`src/rtl/keypad_pkg.sv`:
```
// rtl/keypad_pkg.sv - shared types, key codes and helpers for the keypad scanner
package keypad_pkg;

    typedef enum logic [1:0] {SCAN, DEB, PRESSED} kp_state_t;

    localparam logic [3:0] KEY_START   = 4'd3;
    localparam logic [3:0] KEY_CLEAR   = 4'd7;
    localparam logic [3:0] KEY_CONFIRM = 4'd11;
    localparam logic [3:0] KEY_ZERO    = 4'd12;
    localparam logic [3:0] KEY_NONE    = 4'd15;

    localparam logic [3:0] ROW_RESET = 4'b1110;

    // Lowest-index column pulled low wins when several keys share a row.
    function automatic logic [1:0] lowest_low(input logic [3:0] cols);
        logic [1:0] idx;
        idx = 2'd3;
        for (int i = 3; i >= 0; i--) begin
            if (!cols[i]) idx = 2'(i);
        end
        return idx;
    endfunction

    function automatic logic [3:0] row_drive(input logic [1:0] r);
        logic [3:0] one_hot;
        one_hot = 4'b0001 << r;
        return ~one_hot;
    endfunction

endpackage

```
`src/rtl/keypad_scan_if.sv`:
```
// rtl/keypad_scan_if.sv - keypad matrix and key-report signals
interface keypad_scan_if;
    logic [3:0] col_in;
    logic [3:0] row_out;
    logic [3:0] key_value;
    logic       EN;

    modport master (
        input  col_in,
        output row_out,
        output key_value,
        output EN
    );

    modport slave (
        output col_in,
        input  row_out,
        input  key_value,
        input  EN
    );
endinterface

```
`src/rtl/keypad_sync.sv`:
```
// rtl/keypad_sync.sv - 4-bit two-flop synchronizer, idles high like the pulled-up columns
module keypad_sync (
    input  logic       CLK,
    input  logic       RST,
    input  logic [3:0] d,
    output logic [3:0] q
);
    logic [3:0] meta;

    always_ff @(posedge CLK) begin
        if (RST) begin
            meta <= 4'hF;
            q    <= 4'hF;
        end else begin
            meta <= d;
            q    <= meta;
        end
    end
endmodule

```
`src/rtl/keypad_scan.sv`:
```
// rtl/keypad_scan.sv - 4x4 keypad row scanner with press/release debounce
module keypad_scan
    import keypad_pkg::*;
#(
    parameter int SCAN_DIV = 4,
    parameter int DEBOUNCE = 3
) (
    input  logic           CLK,
    input  logic           RST,
    keypad_scan_if.master  kp
);
    localparam int             DW       = (SCAN_DIV > 2) ? $clog2(SCAN_DIV) : 2;
    localparam logic [DW-1:0]  DIV_LAST = DW'(SCAN_DIV - 1);
    localparam logic [3:0]     DEB_N    = 4'(DEBOUNCE);

    logic [3:0]    col_s;
    logic [DW-1:0] div;
    logic          tick;
    kp_state_t     state;
    logic [1:0]    r;
    logic [1:0]    c;
    logic [3:0]    cnt;
    logic [3:0]    rcnt;
    logic [3:0]    row_q;
    logic [3:0]    key_q;
    logic          en_q;

    keypad_sync u_sync (
        .CLK (CLK),
        .RST (RST),
        .d   (kp.col_in),
        .q   (col_s)
    );

    assign tick         = (div == DIV_LAST);
    assign kp.row_out   = row_q;
    assign kp.key_value = key_q;
    assign kp.EN        = en_q;

    always_ff @(posedge CLK) begin
        if (RST) begin
            state <= SCAN;
            div   <= '0;
            r     <= 2'd0;
            c     <= 2'd0;
            cnt   <= 4'd0;
            rcnt  <= 4'd0;
            row_q <= ROW_RESET;
            key_q <= KEY_NONE;
            en_q  <= 1'b0;
        end else begin
            div <= tick ? '0 : div + DW'(1);
            // Columns are only trusted at the end of a row window, after settling.
            if (tick) begin
                case (state)
                    SCAN: begin
                        if (col_s == 4'hF) begin
                            r     <= r + 2'd1;
                            row_q <= row_drive(r + 2'd1);
                        end else begin
                            c   <= lowest_low(col_s);
                            cnt <= 4'd1;
                            if (DEB_N == 4'd1) begin
                                key_q <= {r, lowest_low(col_s)};
                                en_q  <= 1'b1;
                                state <= PRESSED;
                            end else begin
                                state <= DEB;
                            end
                        end
                    end
                    DEB: begin
                        if (!col_s[c]) begin
                            if (cnt == DEB_N - 4'd1) begin
                                key_q <= {r, c};
                                en_q  <= 1'b1;
                                cnt   <= 4'd0;
                                state <= PRESSED;
                            end else begin
                                cnt <= cnt + 4'd1;
                            end
                        end else begin
                            // A bounce keeps the row so the key is re-examined next window.
                            cnt   <= 4'd0;
                            state <= SCAN;
                        end
                    end
                    PRESSED: begin
                        if (col_s[c]) begin
                            if (rcnt == DEB_N - 4'd1) begin
                                en_q  <= 1'b0;
                                rcnt  <= 4'd0;
                                r     <= r + 2'd1;
                                row_q <= row_drive(r + 2'd1);
                                state <= SCAN;
                            end else begin
                                rcnt <= rcnt + 4'd1;
                            end
                        end else begin
                            rcnt <= 4'd0;
                        end
                    end
                    default: state <= SCAN;
                endcase
            end
        end
    end
endmodule
```
`src/flat_wrapper.sv`:
```
// flat-port wrapper written by rule: the top's interface ports become plain ports
module keypad_scan_flat import keypad_pkg::*;
#(
    parameter int SCAN_DIV = 4,
    parameter int DEBOUNCE = 3
)
  (CLK, RST, kp_col_in, kp_row_out, kp_key_value, kp_EN);
  keypad_scan_if kp_i ();
  input  logic CLK;
  input  logic RST;
  input wire logic [$bits(kp_i.col_in)-1:0] kp_col_in;
  output wire logic [$bits(kp_i.row_out)-1:0] kp_row_out;
  output wire logic [$bits(kp_i.key_value)-1:0] kp_key_value;
  output wire logic [$bits(kp_i.EN)-1:0] kp_EN;
  assign kp_i.col_in = kp_col_in;
  assign kp_row_out = kp_i.row_out;
  assign kp_key_value = kp_i.key_value;
  assign kp_EN = kp_i.EN;
  keypad_scan #(.SCAN_DIV(SCAN_DIV), .DEBOUNCE(DEBOUNCE)) u_core (.CLK(CLK), .RST(RST), .kp(kp_i));
endmodule
```
`config.mk`:
```
export PLATFORM = sky130hd
export DESIGN_NAME = keypad_scan_flat
export DESIGN_NICKNAME = d
export VERILOG_FILES = /design/src/rtl/keypad_pkg.sv /design/src/rtl/keypad_scan_if.sv /design/src/rtl/keypad_sync.sv /design/src/rtl/keypad_scan.sv /design/src/flat_wrapper.sv
export SDC_FILE = /design/constraint.sdc
export NUM_CORES = 1
export LEC_CHECK = 0
export BUFFER_PORTS_ARGS = -buffer_cell sky130_fd_sc_hd__buf_2
export CORE_MARGIN = 2
export CORE_UTILIZATION = 40
export CTS_CLUSTER_DIAMETER = 30
export DETAILED_ROUTE_END_ITERATION = 8
export PLACE_DENSITY = 0.6
export SLEW_MARGIN = 20
export SYNTH_ARGS = -nofsm -noshare
export SYNTH_HDL_FRONTEND = slang
export SYNTH_SLANG_ARGS = --single-unit
```
`constraint.sdc`:
```
create_clock -name CLK -period 3.3 [get_ports CLK]
set_clock_uncertainty 0.05 [all_clocks]
set_input_delay 0.165 -clock CLK [delete_from_list [all_inputs] [get_ports CLK]]
set_output_delay 0.165 -clock CLK [all_outputs]
set_load 0.05 [all_outputs]
```
==> impl_metrics.csv <==
group,metric,value,unit
outcome,status,"completed",
critical_path,arrival,2290,ps
critical_path,end_kind,"register",
critical_path,worstSetupPathType,"reg2reg",
power,pwr-share-seq,53.9,%
synth,synthDistinctLibCells,35,
route,firstDrtPassIters,4,
critical_path,path_buf_inv,1,
critical_path,reg2reg_depth,6,
synth,ys_seq_area_share,41.8,%
grt,track_usage,14.5,%
timing,setup_viol,0,
floorplan,die_x,66.9,µm
critical_path,rr_endpoint,"u_core.kp.key_value[0]$_SDFFE_PP1P_",
synth,synth_adder_area_share,10.3,%
clock_tree,cts_made_buffers,5,
critical_path,rrSetupSlack,1130,ps
timing,rsz0062_at_grt,"false",
power,powerDensity,429,nW/µm²
min_path,hold_path.class,"in2reg",
critical_path,crit_fanout,8,
synth,syn_nets,182,
floorplan,fp-row-count,22,
critical_path,worst-path-stages,6,
synth,synth_top_family_by_area,"simple AND/OR/NAND/NOR gates",
clock_tree,root_buffer,"clkbuf_8",
clock_tree,htree_num_levels,2,
final_layout,drive_gt1_share,19.8,%
route,drt_wl_total,2790,µm
placed_design,dp_hpwl,1970,µm
grt,grt_max_degree,42,
critical_path,critPathRequiredTime,3430,ps
floorplan,start_util,42.5,%
route,wl_per_cell,12.1,µm
power,power.combinational.fraction,7.8,%
grt,grt_first_pass_wirelength,4860,µm
timing,fmax,0.461,GHz
power,switching_share,24.9,%
clock_tree,cts.path.max_buffers,2,
final_layout,nets,200,
timing,relSlewSlack,55.9,%
route,vias_per_cell,5.11,
final_layout,final_area,1800,µm²
critical_path,start_kind,"register",
critical_path,startpoint,"u_core.cnt[0]$_SDFFE_PP0P_",
grt,grt_pass1_vias,1136,
timing,period_minus_slack,2170,ps
power,leakage,0.000704,µW
final_layout,final_common_cell,"dfxtp_1",
critical_path,max_stage_delay,540,ps
route,drc,0,
synth,synth_compound_area_share,11.7,%
final_layout,final_cell_mix,"dfxtp_1, nor2_1, buf_2",
timing,slew_viol_final,0,
timing,tightest_slew,661,ps
synth,synth-warning-count,0,
synth,ys_ff_latch,33,
grt,grt_overflow_total,0,
clock_tree,cts_tree,"built",
synth,netlist_area,1580,µm²
timing,setup_tns,0,ps
power,p_switching,192,µW
route,vias,1176,
synth,avgSynthCellArea,9.69,µm²
floorplan,core_area,3720,µm²
critical_path,cpMaxStageDelayCell,"nor3b_1",
placed_design,port_buffers,14,
clock_tree,postCtsSetupRepairBufs,0,
final_layout,areaGrowthSynthToFinish,13.8,%
clock_tree,hold_buffers,2,
grt,antenna_found_initial,0,
critical_path,crit_chain,"inv_1 > ha_1 > nor3b_1 > nor4b_4 > nor2b_1 > a211o_1",
clock_tree,clock-sinks,33,
power,pwr-share-clk,38.4,%
synth,yosys.area_share.xor_xnor,0,%
placed_design,gp_congestion,0.788,
critical_path,cpLargestDelayFamily,"simple AND/OR/NAND/NOR gates",
route,drtAntennaViolNets,0,
floorplan,io_pins,15,
power,power.internal,580,µW
clock_tree,post_cts_resize_count,0,
floorplan,die_height,66.9,µm
timing,hold_viol_final,0,
final_layout,nFillCells,364,
final_layout,n_antenna_cell,0,
route,drt-initial-drc-count,33,
critical_path,crit_end,"u_core.kp.key_value[0]$_SDFFE_PP1P_",
floorplan,dieArea,4470,µm²
synth,synth_mux_area_share,9.11,%
power,max-vdd-ir-drop,0.274,mV
synth,synth-simple-area-share,23.3,%
timing,period_share,65.7,%
placed_design,placed_area,1690,µm²
clock_tree,clkLatencyLatePin,290,ps
critical_path,reg2reg_from,"u_core.cnt[0]$_SDFFE_PP0P_",
clock_tree,path_clk_slew,70,ps
synth,synthCells,163,
run,max_cap_violations,0,
routing by layer:
layer / wire, µm / GRT usage (%) / vias up / share of wire (%)
li1: - / - / 595 / -
met1: 1310 / 15.9 / 557 / 47
met2: 1320 / 25.3 / 18 / 47
met3: 96 / 4.05 / 6 / 3.4
met4: 66 / 7.65 / 0 / 2.4
met5: 0 / 0 / - / 0
area by class of cell:
cell class,count,area [µm²],share of cell area (%)
multi-input combinational,114,860,47.8
sequential,33,661,36.7
timing repair buffer,16,90.1,5.01
clock buffer,5,68.8,3.83
tap,48,60.1,3.34
inverter,11,41.3,2.30
clock inverter,3,17.5,0.974
cells in the mapped netlist, drive strengths merged:
cell type  number  share of area [%]
a31oi           1               0.40
a211o           5                2.8
and2b           1               0.48
clkbuf          5                1.2
mux4            1                1.4
o21ai           4                1.3
mux2i           8                5.1
nor2b           9                3.6
nor4b           1                1.5
nor3b           4                1.9
dfxtp          33                 42
nand4b          1               0.55
ha             13                 10
inv            11                2.6
a21oi           6                1.9
a211oi          2                1.7
nor2           15                3.6
a41oi           1               0.55
a221oi          1               0.55
a221o           1               0.63
nand3b          2               0.95
mux2            3                2.6
a22oi           1               0.48
nand2b          4                1.6
nor4            1               0.40
nand2           6                1.6
nand3           6                1.9
and4            1               0.55
nor3            5                1.6
or2             8                3.2
a21boi          1               0.48
o31ai           2               0.95
worst min-delay path by stage:
| stage | from | endpoint | depth (start not counted) |
|---|---|---|---|
| finish | kp_col_in[2] | u_core.u_sync.meta[2]$_SDFF_PP1_ | 2 |
| global route | kp_col_in[2] | u_core.u_sync.meta[2]$_SDFF_PP1_ | 2 |
| detailed placement | kp_col_in[2] | u_core.u_sync.meta[2]$_SDFF_PP1_ | 2 |
| global placement | kp_col_in[0] | u_core.u_sync.meta[0]$_SDFF_PP1_ | 2 |
| floorplan | kp_col_in[0] | u_core.u_sync.meta[0]$_SDFF_PP1_ | 1 |
| CTS | kp_col_in[2] | u_core.u_sync.meta[2]$_SDFF_PP1_ | 2 |
flip-flops by register name, summed over array words and instances, names as in the netlist:
| signal | flops |
|---|---|
| u_core.r | 2 |
| u_core.u_sync.q | 4 |
| u_core.state | 2 |
| u_core.rcnt | 4 |
| u_core.kp.key_value | 4 |
| u_core.u_sync.meta | 4 |
| u_core.kp.EN | 1 |
| u_core.div | 2 |
| u_core.cnt | 4 |
| u_core.c | 2 |
| u_core.kp.row_out | 4 |
power groups by stage:
stage	Combinational [µW]	Sequential, µW	Clock (µW)
5_1_grt	66.5	417	323
4_1_cts	60.6	416	307
2_1_floorplan	42.6	428	0
3_5_place_dp	58.8	425	0
3_3_place_gp	56.4	425	0
6_report	60.1	416	296
metrics by stage:
| step | setup slack, ps | instances | hold WS, ps | util [%] | total power [µW] |
|---|---|---|---|---|---|
| floorplan | 1420 | 163 | 219 | - | 471 |
| global placement | 1210 | 220 | 297 | 45.5 | 481 |
| detailed placement | 1090 | 220 | 302 | 45.5 | 484 |
| CTS | 1110 | 230 | 0.0686 | 48.4 | 784 |
| global route | 959 | 230 | 2.62 | 48.4 | 807 |
| finish | 1130 | 230 | 13.4 | 48.4 | 772 |
logic make-up (layout without fill, tap and decap cells):
group / count (synthesis) / in the layout
AND/OR/NAND/NOR: 64 / 64
flip-flops: 33 / 33
AO/OA/AOI/OAI: 25 / 25
buffers and inverters: 16 / 35
adder cells (fa/ha/maj): 13 / 13
multiplexers: 12 / 12
(Power assumes the default switching activity.)
